==> src/rtl/rx.sv <==
// rtl/rx.sv - receive side of the toggle flit channel, fills the local packet buffer
module rx #(
  parameter int ID            = 0,
  parameter int SUBID         = 0,
  parameter int SIZE          = 8,
  parameter int BUFF_BITS     = 3,
  parameter int VERBOSE_DEBUG = 1
) (
  input  logic                 clk,
  input  logic                 reset,
  input  logic                 ch_req,
  input  logic [SIZE-1:0]      ch_flit,
  output logic                 ch_ack,
  output logic                 buf_wr,
  output logic [BUFF_BITS-1:0] buf_addr,
  output logic [SIZE-1:0]      buf_data,
  output logic                 pkt_req,
  input  logic                 pkt_done
);

  // Address of the final flit of a packet; reaching it hands the buffer to the switch.
  localparam logic [BUFF_BITS-1:0] LAST_ADDR = '1;

  typedef enum logic [1:0] {
    ST_RECEIVING      = 2'd0,
    ST_HOLD           = 2'd1,
    ST_WAIT_DONE_DOWN = 2'd2
  } state_t;

  state_t               r_state;
  state_t               w_state_nxt;
  logic                 r_ch_ack;
  logic                 w_ch_ack_nxt;
  logic                 r_buf_wr;
  logic                 w_buf_wr_nxt;
  logic [BUFF_BITS-1:0] r_buf_addr;
  logic [BUFF_BITS-1:0] w_buf_addr_nxt;
  logic [SIZE-1:0]      r_buf_data;
  logic [SIZE-1:0]      w_buf_data_nxt;
  logic                 r_pkt_req;
  logic                 w_pkt_req_nxt;
  logic [BUFF_BITS-1:0] r_flit_counter;
  logic [BUFF_BITS-1:0] w_flit_counter_nxt;
  logic                 w_pending;

  // The identifiers only tag debug traces, so reject nonsensical values at elaboration.
  if (SIZE < 1 || BUFF_BITS < 1 || ID < 0 || SUBID < 0 ||
      (VERBOSE_DEBUG != 0 && VERBOSE_DEBUG != 1)) begin : g_bad_params
    $error("rx: illegal parameter set");
  end

  // Level-based pending: a toggle that arrives while blocked stays visible until acked.
  assign w_pending = ch_req ^ r_ch_ack;

  assign ch_ack   = r_ch_ack;
  assign buf_wr   = r_buf_wr;
  assign buf_addr = r_buf_addr;
  assign buf_data = r_buf_data;
  assign pkt_req  = r_pkt_req;

  // State and registered outputs; reset discards any partial packet.
  always_ff @(posedge clk) begin
    if (reset) begin
      r_state        <= ST_RECEIVING;
      r_ch_ack       <= 1'b0;
      r_buf_wr       <= 1'b0;
      r_buf_addr     <= '0;
      r_buf_data     <= '0;
      r_pkt_req      <= 1'b0;
      r_flit_counter <= '0;
    end else begin
      r_state        <= w_state_nxt;
      r_ch_ack       <= w_ch_ack_nxt;
      r_buf_wr       <= w_buf_wr_nxt;
      r_buf_addr     <= w_buf_addr_nxt;
      r_buf_data     <= w_buf_data_nxt;
      r_pkt_req      <= w_pkt_req_nxt;
      r_flit_counter <= w_flit_counter_nxt;
    end
  end

  // Next-state logic: accept flits while receiving, block from packet-full until pkt_done falls.
  always_comb begin
    w_state_nxt        = r_state;
    w_ch_ack_nxt       = r_ch_ack;
    w_buf_wr_nxt       = 1'b0;
    w_buf_addr_nxt     = r_buf_addr;
    w_buf_data_nxt     = r_buf_data;
    w_pkt_req_nxt      = r_pkt_req;
    w_flit_counter_nxt = r_flit_counter;

    case (r_state)
      ST_RECEIVING: begin
        if (w_pending) begin
          w_ch_ack_nxt       = ~r_ch_ack;
          w_buf_wr_nxt       = 1'b1;
          w_buf_addr_nxt     = r_flit_counter;
          w_buf_data_nxt     = ch_flit;
          w_flit_counter_nxt = r_flit_counter + 1'b1;
          // The counter wraps to zero here, so the next packet starts at address 0.
          if (r_flit_counter == LAST_ADDR) begin
            w_state_nxt   = ST_HOLD;
            w_pkt_req_nxt = 1'b1;
          end
        end
      end
      ST_HOLD: begin
        if (pkt_done) begin
          w_pkt_req_nxt = 1'b0;
          w_state_nxt   = ST_WAIT_DONE_DOWN;
        end
      end
      ST_WAIT_DONE_DOWN: begin
        if (!pkt_done) begin
          w_state_nxt = ST_RECEIVING;
        end
      end
      default: begin
        w_state_nxt = ST_RECEIVING;
      end
    endcase
  end

endmodule

==> config.mk <==
export PLATFORM = sky130hd
export DESIGN_NAME = rx
export DESIGN_NICKNAME = d
export VERILOG_FILES = /design/src/rtl/rx.sv
export SDC_FILE = /design/constraint.sdc
export NUM_CORES = 1
export LEC_CHECK = 0
export CORE_UTILIZATION = 29
export CTS_BUF_LIST = sky130_fd_sc_hd__clkbuf_8
export CTS_CLUSTER_DIAMETER = 120
export CTS_CLUSTER_SIZE = 20
export DETAILED_ROUTE_END_ITERATION = 10
export GPL_TIMING_DRIVEN = 0
export HOLD_SLACK_MARGIN = 0.08
export PLACE_DENSITY = 0.65
export SLEW_MARGIN = 20
export SYNTH_ARGS = -nofsm -noshare
export SYNTH_HDL_FRONTEND = slang
export SYNTH_SLANG_ARGS = --single-unit
==> constraint.sdc <==
create_clock -name clk -period 1.75 [get_ports clk]
set_input_delay 0.525 -clock clk [delete_from_list [all_inputs] [get_ports clk]]
set_output_delay 0.525 -clock clk [all_outputs]
set_load 0.01 [all_outputs]
# Word-level counts from Yosys, hierarchy flattened
# Cells that the tools add are included.
dict set report totals {
  romBits 0
  ramBits 0
  latchBits 0
  wordCells 34
  output_inout_bits 14
  regBits 19
  mem_count 0
}
dict set report op_classes {
  multipliers 0
  bitwise_logic 3
  n_eq_ne 7
  add_sub_neg 1
  n_div 0
  mux 10
  reduce_logical 6
  shift 0
  n_lt_le_gt_ge 0
}
# cell n
set op_table {}
lappend op_table {{$mux 2} 4}
lappend op_table {{$ne 2x2->1 const B} 4}
lappend op_table {{$reduce_and 4->1} 2}
lappend op_table {{$pmux 2 s3} 1}
lappend op_table {{$mux 1} 4}
lappend op_table {{$add 3x1->3 const B} 1}
lappend op_table {{$eq 3x3->1 const B} 1}
lappend op_table {{$eq 2x1->1 const B} 1}
lappend op_table {{$eq 2x2->1 const B} 1}
lappend op_table {{$logic_not 2->1} 1}
lappend op_table {{$not 1->1} 2}
lappend op_table {{$pmux 1 s2} 1}
lappend op_table {{$reduce_and 2->1} 1}
lappend op_table {{$reduce_bool 2->1} 1}
lappend op_table {{$reduce_or 2->1} 1}
lappend op_table {{$xor 1x1->1} 1}

# Longest topological paths before layout
dict set report depth {
  word_depth 4
  ltp_mapped 4
}

# Worst setup path before layout
# OpenSTA, ideal clock, no wires.
dict set report synth_path {
  path_type {input-to-reg}
  startpoint {input ch_req}
  endpoint {register r_buf_data[0], in the netlist buf_data[0]}
  path_stages 4
  path_slack_ns 0.389
  setup_ns 0.116
  path_buffers 1
  arrival_time_ns 1.246
  cell_sequence {xnor2_2 > nor3_2 > buf_4 > a31o_1}
}
dict set report synth_via {
  elab_chain_len 2
}
# item line
set synth_lines {}
lappend synth_lines {{from (decl)} 11} ;# input logic ch_req,
lappend synth_lines {{$xor 1x1->1} 53} ;# assign w_pending = ch_req ^ r_ch_ack;
lappend synth_lines {{$reduce_and 2->1 (no source line)} n/a}
lappend synth_lines {{to (signal assigned)} 76} ;# r_buf_data <= w_buf_data_nxt;
lappend synth_lines {{to (decl)} 38} ;# logic [SIZE-1:0] r_buf_data;
# Every way passes these cells.
# A chain may end at the register's enable or synchronous reset.

# Worst setup path in the final report
dict set report layout_path {
  startpoint {register r_pkt_req, in the netlist pkt_req}
  endpoint {output pkt_req}
}
# item line
set layout_rtl {}
lappend layout_rtl {{from (decl)} 40} ;# logic r_pkt_req;
lappend layout_rtl {{from (signal assigned)} 77} ;# r_pkt_req <= w_pkt_req_nxt;
lappend layout_rtl {{to (decl)} 17} ;# output logic pkt_req,
# No word-level cell between the ends.

==> impl_metrics.json <==
{
  "status": "completed",
  "drv_cap": 0,
  "cpLargestDelayFamily": "buffers and inverters",
  "clk_latency_ns": 0.26,
  "vias": 716,
  "first_global_vias": 643,
  "worst_pin_slew_ns": 0.454,
  "max_freq_mhz": 602,
  "hold_depth": 2,
  "whs_endpoint": "buf_addr[2]$_SDFFE_PP0P_",
  "total_power_mw": 0.949,
  "reg2reg_from": "ch_ack$_SDFFE_PP0P_",
  "overflow": 0,
  "drt.antenna.violating_nets": 0,
  "die_w_um": 55.0,
  "syn-num-nets": 90,
  "antennaDiodeCount": 0,
  "instances_no_fill": 136,
  "end_kind": "output port",
  "setup_violations": 0,
  "drtIter0Drc": 1,
  "synthDistinctLibCells": 25,
  "fill_cells": 247,
  "ys_top_cells_by_area": "dfxtp_1 (47%), a31o_1 (11%), o311a_1 (9.8%)",
  "dp.cells": 131,
  "multi_input_area_um2": 409,
  "period_share_pct": 94.9,
  "ys_seq_area_share_pct": 46.7,
  "area.growth.synth_to_final_pct": 46.7,
  "slew_headroom_pct": 69.6,
  "rsz0062_at_grt": "false",
  "coreArea_mm2": 0.00257,
  "criticalPathCategory": "flip-flop to output port",
  "antenna_found_initial": 0,
  "synth_warnings": 0,
  "die_h_um": 55.0,
  "die-area_mm2": 0.00302,
  "globalplace.congestion": 0.753,
  "seqCellArea_um2": 384,
  "cts_tree": "yes",
  "clkTransAtPathRegs_ns": 0.07,
  "r2r_slack_ns": 0.48,
  "vdd_drop_max_uv": 537,
  "fin_skew_ns": 0.00504,
  "clock_path_buffers": 2,
  "drc": 0,
  "cts_hold_buf": 0,
  "root_buffer": "clkbuf_8",
  "cellPowerDensity_mw_per_mm2": 794,
  "cp_max_fo": 2,
  "period_minus_slack_ns": 1.66,
  "reg2reg_to": "buf_data[1]$_SDFFE_PP0P_",
  "track_usage_pct": 13.7,
  "cp.required_ns": 1.22,
  "p_leak_nw": 0.531,
  "clock_sinks": 19,
  "syn_inst": 76,
  "wire_per_inst_um": 13.1,
  "wl_um": 1790,
  "drive_gt1_share_pct": 15.1,
  "crit_buf_inv": 1,
  "grt_pass1_wl_um": 2820,
  "path_cells": "clkdlybuf4s50_1",
  "hold_viol": 0,
  "reg2reg_depth": 4,
  "numCtsBuffers": 3,
  "hold_path.class": "flip-flop to flip-flop",
  "cpPeakStageDelay_ns": 0.54,
  "worstHoldStart": "buf_addr[2]$_SDFFE_PP0P_",
  "synthesis.area_um2": 815,
  "grt_max_degree": 11,
  "synth_seq_cells": 19,
  "htreeDepth": 1,
  "slew_viol_final": 0,
  "ios": 26,
  "arrival_ns": 1.14,
  "final_nets": 121,
  "place_hpwl_um": 1270,
  "synth_top_cell_by_area": "dfxtp_1",
  "firstDrtPassIters": 2,
  "netlist.area_leader.share_pct": 46.7,
  "start_util_pct": 31.7,
  "start_kind": "flip-flop",
  "io_buffers": 25,
  "cp_slowest_cell": "clkdlybuf4s50_1",
  "via_per_inst": 5.26,
  "syn_area_per_cell_um2": 10.7,
  "rows": 18
}
registers in the layout, summed over array words and instances (netlist names):
name	cells
buf_data	8
buf_addr	3
r_flit_counter	3
r_state	2
buf_wr	1
ch_ack	1
pkt_req	1
through the flow:
step           hold WS, ns  worst slack (ns)  TNS [ns]  utilization (%)  instance area, um^2
6_report             0.458            0.0892         0             46.5                 1190
5_1_grt              0.479            0.0283         0             46.5                 1190
4_1_cts              0.461           -0.0564    -0.474             44.7                 1150
3_5_place_dp         0.451            -0.333     -4.40             42.9                 1100
3_3_place_gp         0.449            -0.281     -3.87             42.9                 1100
2_1_floorplan        0.467             0.389         0                -                  815
cells in the final DEF (no fill, tap or decap), drive strengths merged:
master	synthesis	routed
dfxtp	19	19
clkdlybuf4s50	0	23
a311oi	1	1
ha	2	2
a31oi	2	2
inv	2	3
xor2	2	2
nor3	1	1
and3	1	1
mux2i	3	3
a21oi	3	3
xnor2	1	1
dlymetal6s2s	0	2
nor2	4	4
nand2b	2	2
nand3	1	1
o311a	8	8
a31o	10	10
buf	5	6
o21ai	2	2
nand2	6	6
clkbuf	0	3
nor3b	1	1
kinds of logic after synthesis:
logic type                 synth area share [%]
AOI/OAI and AO/OA                          27.0
DFF                                        46.7
and+or+nand+nor                            9.98
buffers and inverters                      5.37
xor gates and xnor gates                   4.15
muxes                                      3.69
adders and majority gates                  3.07
how the worst max path moves through the flow:
stage	from	end	slack [ns]	depth (start not counted)
6_report	pkt_req$_SDFFE_PP0P_	pkt_req	0.09	1
5_1_grt	buf_data[3]$_SDFFE_PP0P_	buf_data[3]	0.03	1
4_1_cts	ch_req	buf_data[0]$_SDFFE_PP0P_	-0.06	5
3_5_place_dp	ch_req	buf_data[0]$_SDFFE_PP0P_	-0.33	5
3_3_place_gp	ch_req	r_flit_counter[1]$_SDFFE_PP0P_	-0.28	5
2_1_floorplan	ch_req	buf_data[0]$_SDFFE_PP0P_	0.39	4
area by class of cell:
cell class,instances,share of cell area [%]
buffer,5,3.04
sequential,19,32.1
clock buffer,3,3.46
clock inverter,1,0.314
multi-input combinational,50,34.2
tap,30,3.14
timing repair buffer,26,23.0
inverter,2,0.628
synthesized netlist by cell type:
master    instances
dfxtp_1          19
a31o_1           10
o311a_1           8
nand2_1           5
nor2_1            4
a21oi_1           3
mux2i_1           3
a31oi_1           2
buf_2             2
buf_4             2
ha_1              2
nand2b_1          2
xor2_1            2
a311oi_2          1
and3_1            1
buf_6             1
inv_1             1
inv_2             1
nand2_2           1
nand3_1           1
nor3_2            1
nor3b_1           1
o21ai_0           1
o21ai_1           1
xnor2_2           1
worst reg2reg max path: stages, from the launching register on:
cell and delay [ns]:
dfxtp_4 0.38, xnor2_4 0.18, buf_12 0.15, o311a_1 0.28
a31o_1 0.18
power breakdown:
part / switching, mW / internal, mW
clock network: 0.141 / 0.156
registers: 0.0159 / 0.459
logic: 0.0726 / 0.104
total: 0.230 / 0.719
per-layer routing:
layer	global-route usage, %	wire (um)	vias to the layer above
met2	21.7	866	20
li1	-	-	350
met4	5.00	35	0
met1	16.1	763	342
met5	0	0	-
met3	6.28	122	4
repair_timing:
item | 4_1_cts | 5_1_grt
buffers inserted | 0 | 1
setup endpoints to repair | 10 | 15
gates resized for setup | 0 | 6
cloned | 0 | 0
No activity file was read; power rests on OpenSTA's default activity.
